$ cat src/rtl/enc_pkg.sv
// Shared definitions for the nibble-Feistel encryption sequencer: state encoding,
// expansion bit map and the default round count.
package enc_pkg;

  typedef enum logic [1:0] {
    StIdle = 2'd0,
    StRun  = 2'd1,
    StDone = 2'd2
  } state_e;

  localparam int unsigned RoundsDefault = 4;

  // Expansion bit map: E = {d[3],d[0],d[1],d[2],d[1],d[3],d[2],d[0]}
  function automatic logic [7:0] expand(input logic [7:0] d);
    return {d[3], d[0], d[1], d[2], d[1], d[3], d[2], d[0]};
  endfunction

endpackage

$ cat src/rtl/enc_round.sv
// One Feistel round: mixes the low nibble into the high nibble with the round key,
// then swaps the halves.
module enc_round
  import enc_pkg::*;
(
  input  logic [7:0] d,
  input  logic [7:0] k,
  output logic [7:0] d_next
);

  logic [7:0] x;
  logic [3:0] s;

  always_comb begin
    x      = expand(d) ^ k;
    // 4-bit sum; carries out of bit 3 are intentionally dropped
    s      = x[7:4] + x[3:0] + {3'b000, k[0]};
    d_next = {d[3:0], d[7:4] ^ s};
  end

endmodule

$ cat src/rtl/enc_round_sequencer.sv
// Iterative sequencer: accepts a (number, key) pair, applies ROUNDS rounds one per clock
// with a left-rotating key, then holds the ciphertext until the consumer takes it.
module enc_round_sequencer
  import enc_pkg::*;
#(
  parameter int unsigned ROUNDS = RoundsDefault,
  parameter int unsigned CNT_W  = 4
) (
  input  logic             clock,
  input  logic             reset,
  input  logic             in_valid,
  output logic             in_ready,
  input  logic [7:0]       number,
  input  logic [7:0]       key,
  input  logic             flush,
  output logic             out_valid,
  input  logic             out_ready,
  output logic [7:0]       enc_number,
  output logic             busy,
  output logic [CNT_W-1:0] round_idx
);

  localparam logic [CNT_W-1:0] LastRound = CNT_W'(ROUNDS - 1);

  state_e           state_q;
  logic [7:0]       data_q;
  logic [7:0]       key_q;
  logic [CNT_W-1:0] round_idx_q;
  logic [7:0]       round_out;

  enc_round u_round (
    .d      (data_q),
    .k      (key_q),
    .d_next (round_out)
  );

  always_ff @(posedge clock or negedge reset) begin
    if (!reset) begin
      state_q     <= StIdle;
      data_q      <= '0;
      key_q       <= '0;
      round_idx_q <= '0;
    end else if (flush) begin
      // Abort keeps data_q/key_q; only control state is cleared
      state_q     <= StIdle;
      round_idx_q <= '0;
    end else begin
      unique case (state_q)
        StIdle: begin
          if (in_valid) begin
            data_q      <= number;
            key_q       <= key;
            round_idx_q <= '0;
            state_q     <= StRun;
          end
        end
        StRun: begin
          data_q      <= round_out;
          key_q       <= {key_q[6:0], key_q[7]};
          round_idx_q <= round_idx_q + CNT_W'(1);
          if (round_idx_q == LastRound) begin
            state_q <= StDone;
          end
        end
        StDone: begin
          if (out_ready) begin
            state_q     <= StIdle;
            round_idx_q <= '0;
          end
        end
        default: state_q <= StIdle;
      endcase
    end
  end

  always_comb begin
    in_ready   = (state_q == StIdle);
    busy       = (state_q != StIdle);
    out_valid  = (state_q == StDone);
    enc_number = (state_q == StDone) ? data_q : 8'h00;
    round_idx  = round_idx_q;
  end

endmodule

$ cat config.mk
export PLATFORM = sky130hd
export DESIGN_NAME = enc_round_sequencer
export DESIGN_NICKNAME = d
export VERILOG_FILES = /design/src/rtl/enc_pkg.sv /design/src/rtl/enc_round.sv /design/src/rtl/enc_round_sequencer.sv
export SDC_FILE = /design/constraint.sdc
export NUM_CORES = 1
export LEC_CHECK = 0
export ABC_AREA = 1
export ABC_CLOCK_PERIOD_IN_PS = 2430
export BUFFER_PORTS_ARGS = -buffer_cell sky130_fd_sc_hd__buf_2
export CORE_MARGIN = 2
export CORE_UTILIZATION = 50
export CTS_CLUSTER_SIZE = 14
export DETAILED_ROUTE_END_ITERATION = 7
export PLACE_DENSITY_LB_ADDON = 0.08
export SKIP_CTS_REPAIR_TIMING = 1
export SLEW_MARGIN = 30
export SYNTH_ARGS = -nofsm -noshare
export SYNTH_HDL_FRONTEND = slang
export SYNTH_HIERARCHICAL = 1
export SYNTH_SLANG_ARGS = --single-unit
$ cat constraint.sdc
create_clock -name clock -period 2.43 [get_ports clock]
set_input_delay 0.1215 -clock clock [delete_from_list [all_inputs] [get_ports clock]]
set_output_delay 0.1215 -clock clock [all_outputs]
set_load 0.05 [all_outputs]
==> Flow_metrics.wiki, run 1 <==
{| class="wikitable"
! Metric !! Value
|-
| Via count of the routed design || 1405
|-
| Power Dens Cells || between 1000 and 1500 nW/um^2
|-
| Portion of total power attributed to combinational logic || 0.664
|-
| Share of post-route cells with drive strength above 1 || 0.190
|-
| Peak supply drop || 0.475 mV
|-
| Worst hold slack after final layout || 0.115 ns
|-
| Clock tree from TritonCTS || built
|-
| Worst Path Class, Setup || register to register
|-
| Number of sinks handled by clock tree synthesis || 22
|-
| Total clock buffers created by CTS || 3
|-
| Row cnt || 20
|-
| Total of warnings raised by yosys || 6
|-
| Hold violation total from the final report || 0
|-
| Ratio of routed vias to standard cells || between 4 and 5
|-
| Share of the yosys chip area belonging to registers || 0.341
|-
| Placer Congestion || approximately 0.80
|-
| Clock power share || 0.064
|-
| Number of cells traversed by the worst register-to-register path || 10
|-
| Count of endpoints failing setup in the final report || 0
|-
| Number of maximum-capacitance constraint violations || 0
|-
| End-of-flow core utilization || 0.595
|-
| Worst setup skew after layout || roughly 0.0030 ns
|-
| Register-to-register path setup slack || between 0.5 and 0.6 ns
|-
| Max frequency || ~540 MHz
|-
| Core ar. || around 3000 um^2
|-
| FF+latch count, synth || 22
|-
| Drt wl/cell || ~9.6 um
|-
| Area enclosed by the die boundary || between 3000 and 4000 um^2
|-
| Grt ovf || 0
|-
| Rel. slew slack || 0.666
|-
| Via count of the first global-routing pass || roughly 1200
|-
| Initial Utilization || 0.529
|-
| HPWL Detailed || about 2300 um
|-
| Unrepaired setup endpoints after global routing || no
|-
| Antenna cells || 0
|-
| Port Buffer Count || 35
|-
| Endpoint of the most critical register-to-register path || data_q[2]
|-
| Status || finished clean
|-
| Root buffer cell || clkbuf_4
|-
| Start point of the critical path || data_q[0]
|-
| Detailed-router iteration count before antenna repair || 4
|-
| Sequential cell fraction of total power || 0.271
|-
| Global Route Usage Sum || 0.191
|-
| CTS HTree Levels || 1
|-
| Fraction of synthesized cell area in xor and xnor cells || 0.0543
|-
| Cell depth of the worst hold path || 5
|-
| Largest driver fanout on the critical path || 7
|-
| Critical Path End || data_q[2]
|-
| Max Buffers Root-to-Sink || 2
|-
| Placed insts || 309
|-
| Dominant combinational cell family by area after synthesis || simple AND/OR/NAND/NOR gates
|-
| Launching point of the worst reg2reg path || data_q[0]
|-
| Wirelength, routed || ~3000 um
|-
| Height of the die || 60.8 um
|-
| Min-delay worst type || input port to register
|-
| Skew-Pair Late Insertion Delay || 0.30 ns
|-
| Tcrit/Tclk final || 0.763
|-
| PnR worst setup slack || around 0.58 ns
|-
| Startpoint types || register
|-
| Setup slack after placement || 0.592 ns
|-
| Pin count of the biggest net entering global routing || 33
|-
| Number of fill cells || 311
|-
| Non-Filler Instances || roughly 310
|-
| Clock slew at the register clock pins of the worst setup and hold paths || roughly 0.11 ns
|-
| Ports || 36
|-
| Time the worst path needs with I/O delays and setup || about 1.9 ns
|-
| Remaining routing DRC violations || 0
|-
| Synth Area in Simple Gates || 0.281
|-
| Library cells used by synthesis || 23
|-
| Synth Net Count || ~270
|-
| # nets final || 300
|-
| Synthesis-to-layout area growth || 12.6%
|-
| Horizontal extent of the die || between 60 and 70 um
|-
| Cell area after synthesis || ~1600 um^2
|-
| Internal power of the cells || around 1.2 mW
|-
| Leading cell type in the layout, fill and taps excluded || nand2_1
|-
| Crit end category || register
|-
| Share of the synthesized area in compound gates (AO/OA/AOI/OAI) || 0.106
|-
| Synthesized area divided by synthesized cell count || 6.78 um^2
|-
| Adder-cell area share of the yosys netlist || 0.0667
|-
| Synth Instances || between 200 and 250
|-
| Power spent charging and discharging nets || approximately 1.3 mW
|-
| Total leakage power || about 1.1 nW
|-
| Total negative setup slack || 0 ns
|-
| Drt first-iter violations || 32
|-
| Required time at the endpoint of the critical path || approximately 2.7 ns
|-
| Slew Viols, Final || 0
|-
| Wire length of the first global-routing pass || roughly 5300 um
|-
| Post-route antenna net violation count || 0
|-
| Commonest cells after routing, fill and taps aside || 89 x nand2_1, 39 x inv_1, 35 x buf_2
|-
| Mux share of post-synthesis cell area || 0
|-
| Arr. time, crit path || about 2.1 ns
|-
| Transition time at the pin with the least slew margin || approximately 0.5 ns
|-
| Initial antenna violation count || 0
|-
| Switching part of the total || 0.527
|}
-- power by group through the flow --
stage	combinational [mW]	sequential [mW]	clock [mW]
final	1.65	0.672	0.160
after global routing	1.89	0.697	0.188
after CTS	1.66	0.675	0.170
after detailed placement	1.65	0.683	0
after global placement	1.64	0.675	0
after floorplan	1.42	0.671	0
-- worst max-delay path, stage by stage (launching register included) --
cell and delay [ns]:
dfrtp_1 0.48, or2_1 0.25, nand2_1 0.07, inv_1 0.04, fa_1 0.37, xnor2_1 0.20, xnor2_1 0.14, nand2_1 0.07
nand2_1 0.06, nand2_1 0.04, o21ai_0 0.07
-- state kept, by name, indices dropped and copies added (netlist names) --
signal,count
key_q,8
round_idx,4
state_q,2
data_q,8
-- through the flow --
stage | instance area, um^2 | power, mW
after floorplan | 1610 | 2.09
after global placement | 1780 | 2.31
after detailed placement | 1780 | 2.34
after CTS | 1810 | 2.51
after global routing | 1820 | 2.77
final | 1820 | 2.48
-- kinds of logic (layout without fill, tap and decap cells) --
kind of cell             count (synthesis)  after routing
buffers and inverters                   54             85
flip-flops                              22             22
XOR/XNOR                                10             10
AO/OA/AOI/OAI                           32             32
AND/OR/NAND/NOR                        112            112
adder cells (fa/ha/maj)                  8              8
-- layout make-up --
| type | instances | area (um^2) | area share |
|---|---|---|---|
| clock buffer | 3 | 22.5 | 0.0124 |
| inverter | 43 | 161 | 0.0888 |
| multi-input combinational | 162 | 820 | 0.451 |
| sequential | 22 | 551 | 0.303 |
| tap | 44 | 55.1 | 0.0303 |
| timing repair buffer | 39 | 208 | 0.114 |
-- routing by layer --
metal,vias up,part of all wire,GRT usage
met3,2,0.031,0.0256
met2,27,0.43,0.296
met4,0,0.0050,0.0652
met5,-,0,0
li1,776,-,-
met1,600,0.53,0.276
-- synthesized netlist by cell type --
library cell | number | share of area
nand2_1 | 89 | 0.21
inv_1 | 39 | 0.091
o21ai_0 | 27 | 0.084
dfrtp_1 | 22 | 0.34
nand3_1 | 8 | 0.025
ha_1 | 7 | 0.054
xor2_1 | 7 | 0.038
nor2_1 | 6 | 0.014
nand2_2 | 5 | 0.019
buf_4 | 4 | 0.019
buf_2 | 3 | 0.0093
buf_6 | 3 | 0.021
inv_2 | 3 | 0.0070
xnor2_1 | 3 | 0.016
a21oi_1 | 2 | 0.0062
nand4_1 | 2 | 0.0078
o21ai_1 | 2 | 0.0062
a21oi_4 | 1 | 0.010
clkbuf_1 | 1 | 0.0023
clkinv_1 | 1 | 0.0023
fa_1 | 1 | 0.012
or2_1 | 1 | 0.0039
or2_2 | 1 | 0.0039
-- worst min path at each step --
stage                     slack, ns      endpoint       from
after detailed placement       0.11  round_idx[1]      reset
after floorplan               -0.17     data_q[0]      reset
after global routing           0.13     data_q[4]  number[4]
after global placement         0.13  round_idx[1]      reset
final                          0.11     data_q[7]  number[7]
after CTS                     -0.23  round_idx[1]      reset
No activity file was read; power rests on OpenSTA's default activity.
==> run 2, diff against run 1 <==
--- a/config.mk
+++ b/config.mk
@@ -5,11 +5,11 @@
 export SDC_FILE = /design/constraint.sdc
 export NUM_CORES = 1
 export LEC_CHECK = 0
-export ABC_AREA = 1
-export ABC_CLOCK_PERIOD_IN_PS = 2430
+export ABC_AREA = 0
+export ABC_CLOCK_PERIOD_IN_PS = 1620
 export BUFFER_PORTS_ARGS = -buffer_cell sky130_fd_sc_hd__buf_2
 export CORE_MARGIN = 2
-export CORE_UTILIZATION = 50
+export CORE_UTILIZATION = 48
 export CTS_CLUSTER_SIZE = 14
 export DETAILED_ROUTE_END_ITERATION = 7
 export PLACE_DENSITY_LB_ADDON = 0.08
==> constraint.sdc (replaced) <==
create_clock -name clock -period 1.62 [get_ports clock]
set_input_delay 0.081 -clock clock [delete_from_list [all_inputs] [get_ports clock]]
set_output_delay 0.081 -clock clock [all_outputs]
set_load 0.05 [all_outputs]
==> run 2 against run 1 <==
Against the previous run:
- the run now ends with setup timing left
- via count fell by 14%
- non-clock buffer count up 15
- sequential cell count did not move
- clock-buffer cell count grew 1
- largest cell class unchanged
- critical path type unchanged
- power is 57% higher
- clock power is 60% higher
- cell count is 27% lower
- largest power group unchanged
- cell area rose by 4.3%
- critical endpoint is now data_q[1]
- core utilization increased by 7.5 points
==> Flow_metrics.wiki, run 2 <==
{| class="wikitable"
! Metric !! Value
|-
| Status || finished, violations left (was finished clean)
|-
| Violated checks || setup timing
|-
| Hold violation total from the final report || 0 (unchanged)
|-
| Slew Viols, Final || 0 (unchanged)
|-
| Total clock buffers created by CTS || 3 (unchanged)
|-
| Endpoint of the most critical register-to-register path || data_q[1] (was data_q[2])
|-
| Peak supply drop || 1.28 mV (was 0.475 mV)
|-
| Antenna cells || 0 (unchanged)
|-
| Row cnt || 19 (was 20)
|-
| Skew-Pair Late Insertion Delay || 0.31 ns (was 0.30 ns)
|-
| Port Buffer Count || 35 (unchanged)
|-
| HPWL Detailed || 2340 um (was 2260 um)
|-
| Cell depth of the worst hold path || 3 (was 5)
|-
| Pin count of the biggest net entering global routing || 33 (unchanged)
|-
| Combined flip-flop and latch cell area || 553 um^2 (was 551 um^2)
|-
| Largest driver fanout on the critical path || 3 (was 7)
|-
| Arr. time, crit path || 1.98 ns (was 2.08 ns)
|-
| Number of maximum-capacitance constraint violations || 0 (unchanged)
|-
| PnR worst setup slack || -0.127 ns (was 0.576 ns)
|-
| Library cells used by synthesis || 28 (was 23)
|-
| Min-delay worst type || input port to register (unchanged)
|-
| Drt wl/cell || 14.2 um (was 9.64 um)
|-
| Area taken by multi-input logic gates || 925 um^2 (was 820 um^2)
|-
| Time the worst path needs with I/O delays and setup || 1.75 ns (was 1.85 ns)
|-
| Most frequent cell after synthesis || dfrtp_1 (was nand2_1)
|-
| Clock slew at the register clock pins of the worst setup and hold paths || 0.12 ns (was 0.11 ns)
|-
| Horizontal extent of the die || 59.1 um (was 60.8 um)
|-
| Register-to-register path setup slack || -0.13 ns (was 0.58 ns)
|-
| Tcrit/Tclk final || 1.08 (was 0.763)
|-
| CTS HTree Levels || 1 (unchanged)
|-
| Worst hold slack after final layout || 0.0645 ns (was 0.115 ns)
|-
| Core ar. || 2830 um^2 (was 3050 um^2)
|-
| Required time at the endpoint of the critical path || 1.85 ns (was 2.66 ns)
|-
| Buffer and inverter count on the worst path || 1 (unchanged)
|-
| Uppermost routed layer || met4 (unchanged)
|-
| Total leakage power || 0.886 nW (was 1.09 nW)
|-
| # nets final || 227 (was 300)
|-
| Area fraction of the dominant cell type after synthesis || 0.378 (was 0.341)
|-
| Share of the yosys chip area belonging to registers || 0.378 (was 0.341)
|-
| Initial Utilization || 0.515 (was 0.529)
|-
| Wirelength, routed || 3230 um (was 3020 um)
|-
| Cell family with the largest share of critical-path delay || adder cells (was simple AND/OR/NAND/NOR gates)
|-
| Max Buffers Root-to-Sink || 2 (unchanged)
|-
| Met3 routed wirelength || 123 um (was 93 um)
|-
| Global Route Usage Sum || 0.193 (was 0.191)
|-
| Cell taking the most area after synthesis || dfrtp_1 (unchanged)
|-
| Synthesized area divided by synthesized cell count || 9.92 um^2 (was 6.78 um^2)
|-
| Standard cell area after detailed placement || 1730 um^2 (was 1780 um^2)
|-
| Unrepaired setup endpoints after global routing || yes (was no)
|-
| Synth Instances || 147 (was 238)
|-
| Startpoint types || register (unchanged)
|-
| Worst setup skew after layout || 0.00711 ns (was 0.00299 ns)
|-
| Via count of the routed design || 1205 (was 1405)
|-
| Initial antenna violation count || 0 (unchanged)
|-
| Async set-reset flop share out of synthesis || 1.00 (unchanged)
|-
| Worst Path Class, Setup || register to register (unchanged)
|-
| Post-route antenna net violation count || 0 (unchanged)
|-
| Number of fill cells || 235 (was 311)
|-
| Detailed-router iteration count before antenna repair || 4 (unchanged)
|-
| Total of warnings raised by yosys || 6 (unchanged)
|-
| Ratio of routed vias to standard cells || 5.29 (was 4.49)
|-
| Count of endpoints failing setup in the final report || 3 (was 0)
|-
| Clock tree from TritonCTS || built (unchanged)
|-
| Ports || 36 (unchanged)
|-
| Finished Cell Area || 1890 um^2 (was 1820 um^2)
|-
| Via count of the first global-routing pass || 1096 (was 1247)
|-
| Max frequency || 572 MHz (was 539 MHz)
|-
| Power Dens Cells || 2060 nW/um^2 (was 1360 nW/um^2)
|-
| Most numerous cell types in the synthesized netlist || 22 x dfrtp_1, 20 x a21oi_1, 19 x nor2_1, 18 x mux2i_1, 9 x xnor2_1 (was 89 x nand2_1, 39 x inv_1, 27 x o21ai_0, 22 x dfrtp_1, 8 x nand3_1)
|-
| Number of sinks handled by clock tree synthesis || 22 (unchanged)
|-
| Transition time at the pin with the least slew margin || 0.507 ns (was 0.500 ns)
|-
| Synth Net Count || 176 (was 267)
|-
| Predominant post-synthesis flop cell || dfrtp_1 (unchanged)
|-
| FF+latch count, synth || 22 (unchanged)
|-
| Worst-path cell chain || buf_4 -> nor2_2 -> a21oi_2 -> fa_2 -> xor2_1 -> mux2i_1 -> a21oi_1 (was or2_1 -> nand2_1 -> inv_1 -> fa_1 -> xnor2_1 -> xnor2_1 -> nand2_1 -> nand2_1 -> nand2_1 -> o21ai_0)
|-
| CP max-delay cell || fa_2 (was dfrtp_1)
|-
| Crit end category || register (unchanged)
|-
| Commonest cells after routing, fill and taps aside || 34 x buf_2, 20 x dfrtp_1, 18 x nor2_1, 18 x a21oi_1, 17 x mux2i_1 (was 89 x nand2_1, 39 x inv_1, 35 x buf_2)
|-
| Routed length on met1 || 1520 um (was 1600 um)
|-
| Top post-synthesis cells by area || dfrtp_1 38%, mux2i_1 12%, a21oi_1 6.9% (was dfrtp_1 34%, nand2_1 21%, inv_1 9.1%)
|-
| Rel. slew slack || 0.662 (was 0.666)
|-
| Placer Congestion || 0.786 (was 0.801)
|-
| Start point of the critical path || data_q[0] (unchanged)
|-
| Leading cell type in the layout, fill and taps excluded || buf_2 (was nand2_1)
|-
| Grt ovf || 0 (unchanged)
|-
| Worst-case hold path end point || key_q[5] (was data_q[7])
|-
| Root buffer cell || clkbuf_4 (unchanged)
|-
| Launching point of the worst reg2reg path || data_q[0] (unchanged)
|-
| Number of cells traversed by the worst register-to-register path || 7 (was 10)
|-
| Synthesis-to-layout area growth || 30.0% (was 12.6%)
|-
| Tot Pwr || 3.90 mW (was 2.48 mW)
|-
| Beginning of the worst hold path || key[5] (was number[7])
|-
| End-of-flow core utilization || 0.670 (was 0.595)
|-
| Wire length of the first global-routing pass || 5040 um (was 5330 um)
|-
| Area enclosed by the die boundary || 3490 um^2 (was 3700 um^2)
|-
| Wire length on met2 || 1490 um (was 1310 um)
|-
| CP peak stage delay || 0.53 ns (was 0.48 ns)
|-
| Share of post-route cells with drive strength above 1 || 0.396 (was 0.190)
|-
| Remaining routing DRC violations || 0 (unchanged)
|-
| Drt first-iter violations || 28 (was 32)
|-
| Cell area after synthesis || 1460 um^2 (was 1610 um^2)
|-
| Height of the die || 59.1 um (was 60.8 um)
|-
| Number of synthesized flops with an enable pin || 0 (unchanged)
|}
[run 2: cells by family (layout without fill, tap and decap cells)]
family	count (synthesis)	count (layout)	share of synthesized area
AND/OR/NAND/NOR	40	41	0.138
AO/OA/AOI/OAI	30	30	0.124
flip-flops	22	22	0.378
multiplexers	19	19	0.134
XOR/XNOR	15	15	0.0901
buffers and inverters	13	62	0.0627
adder cells (fa/ha/maj)	8	8	0.0738
[run 2: metrics by stage]
step | setup WS [ns] | cells | TNS [ns]
after CTS | -0.198 | 221 | -0.782
after global placement | -0.0387 | 217 | -0.103
after global routing | -0.219 | 228 | -0.764
after floorplan | -0.0155 | 147 | -0.0234
after detailed placement | -0.171 | 217 | -0.494
final | -0.127 | 228 | -0.302
[run 2: cell type report]
class,instances,area share
inverter,4,0.00925
clock buffer,4,0.0139
multi-input combinational,113,0.488
sequential,22,0.292
timing repair buffer,54,0.176
tap,31,0.0205
[run 2: power by group]
part | switching [mW] | internal (mW)
Combinational | 1.27 | 1.40
Sequential | 0.211 | 0.763
Clock | 0.160 | 0.0960
[run 2: how the worst max path moves through the flow]
| stage | end | slack [ns] | cells after the start |
|---|---|---|---|
| floorplan | data_q[1] | -0.02 | 6 |
| global placement | data_q[3] | -0.04 | 7 |
| detailed placement | data_q[3] | -0.17 | 7 |
| CTS | data_q[3] | -0.20 | 7 |
| global route | data_q[1] | -0.22 | 6 |
| finish | data_q[1] | -0.13 | 7 |
[run 2: tightest hold or removal path, stage by stage]
cell and delay [ns]:
buf_2 0.08, mux2i_1 0.05, a21oi_1 0.13
[run 2: routing by layer]
layer	up-vias	global-route usage
li1	597	-
met1	569	0.252
met2	29	0.319
met3	10	0.0262
met4	0	0.0844
met5	-	0
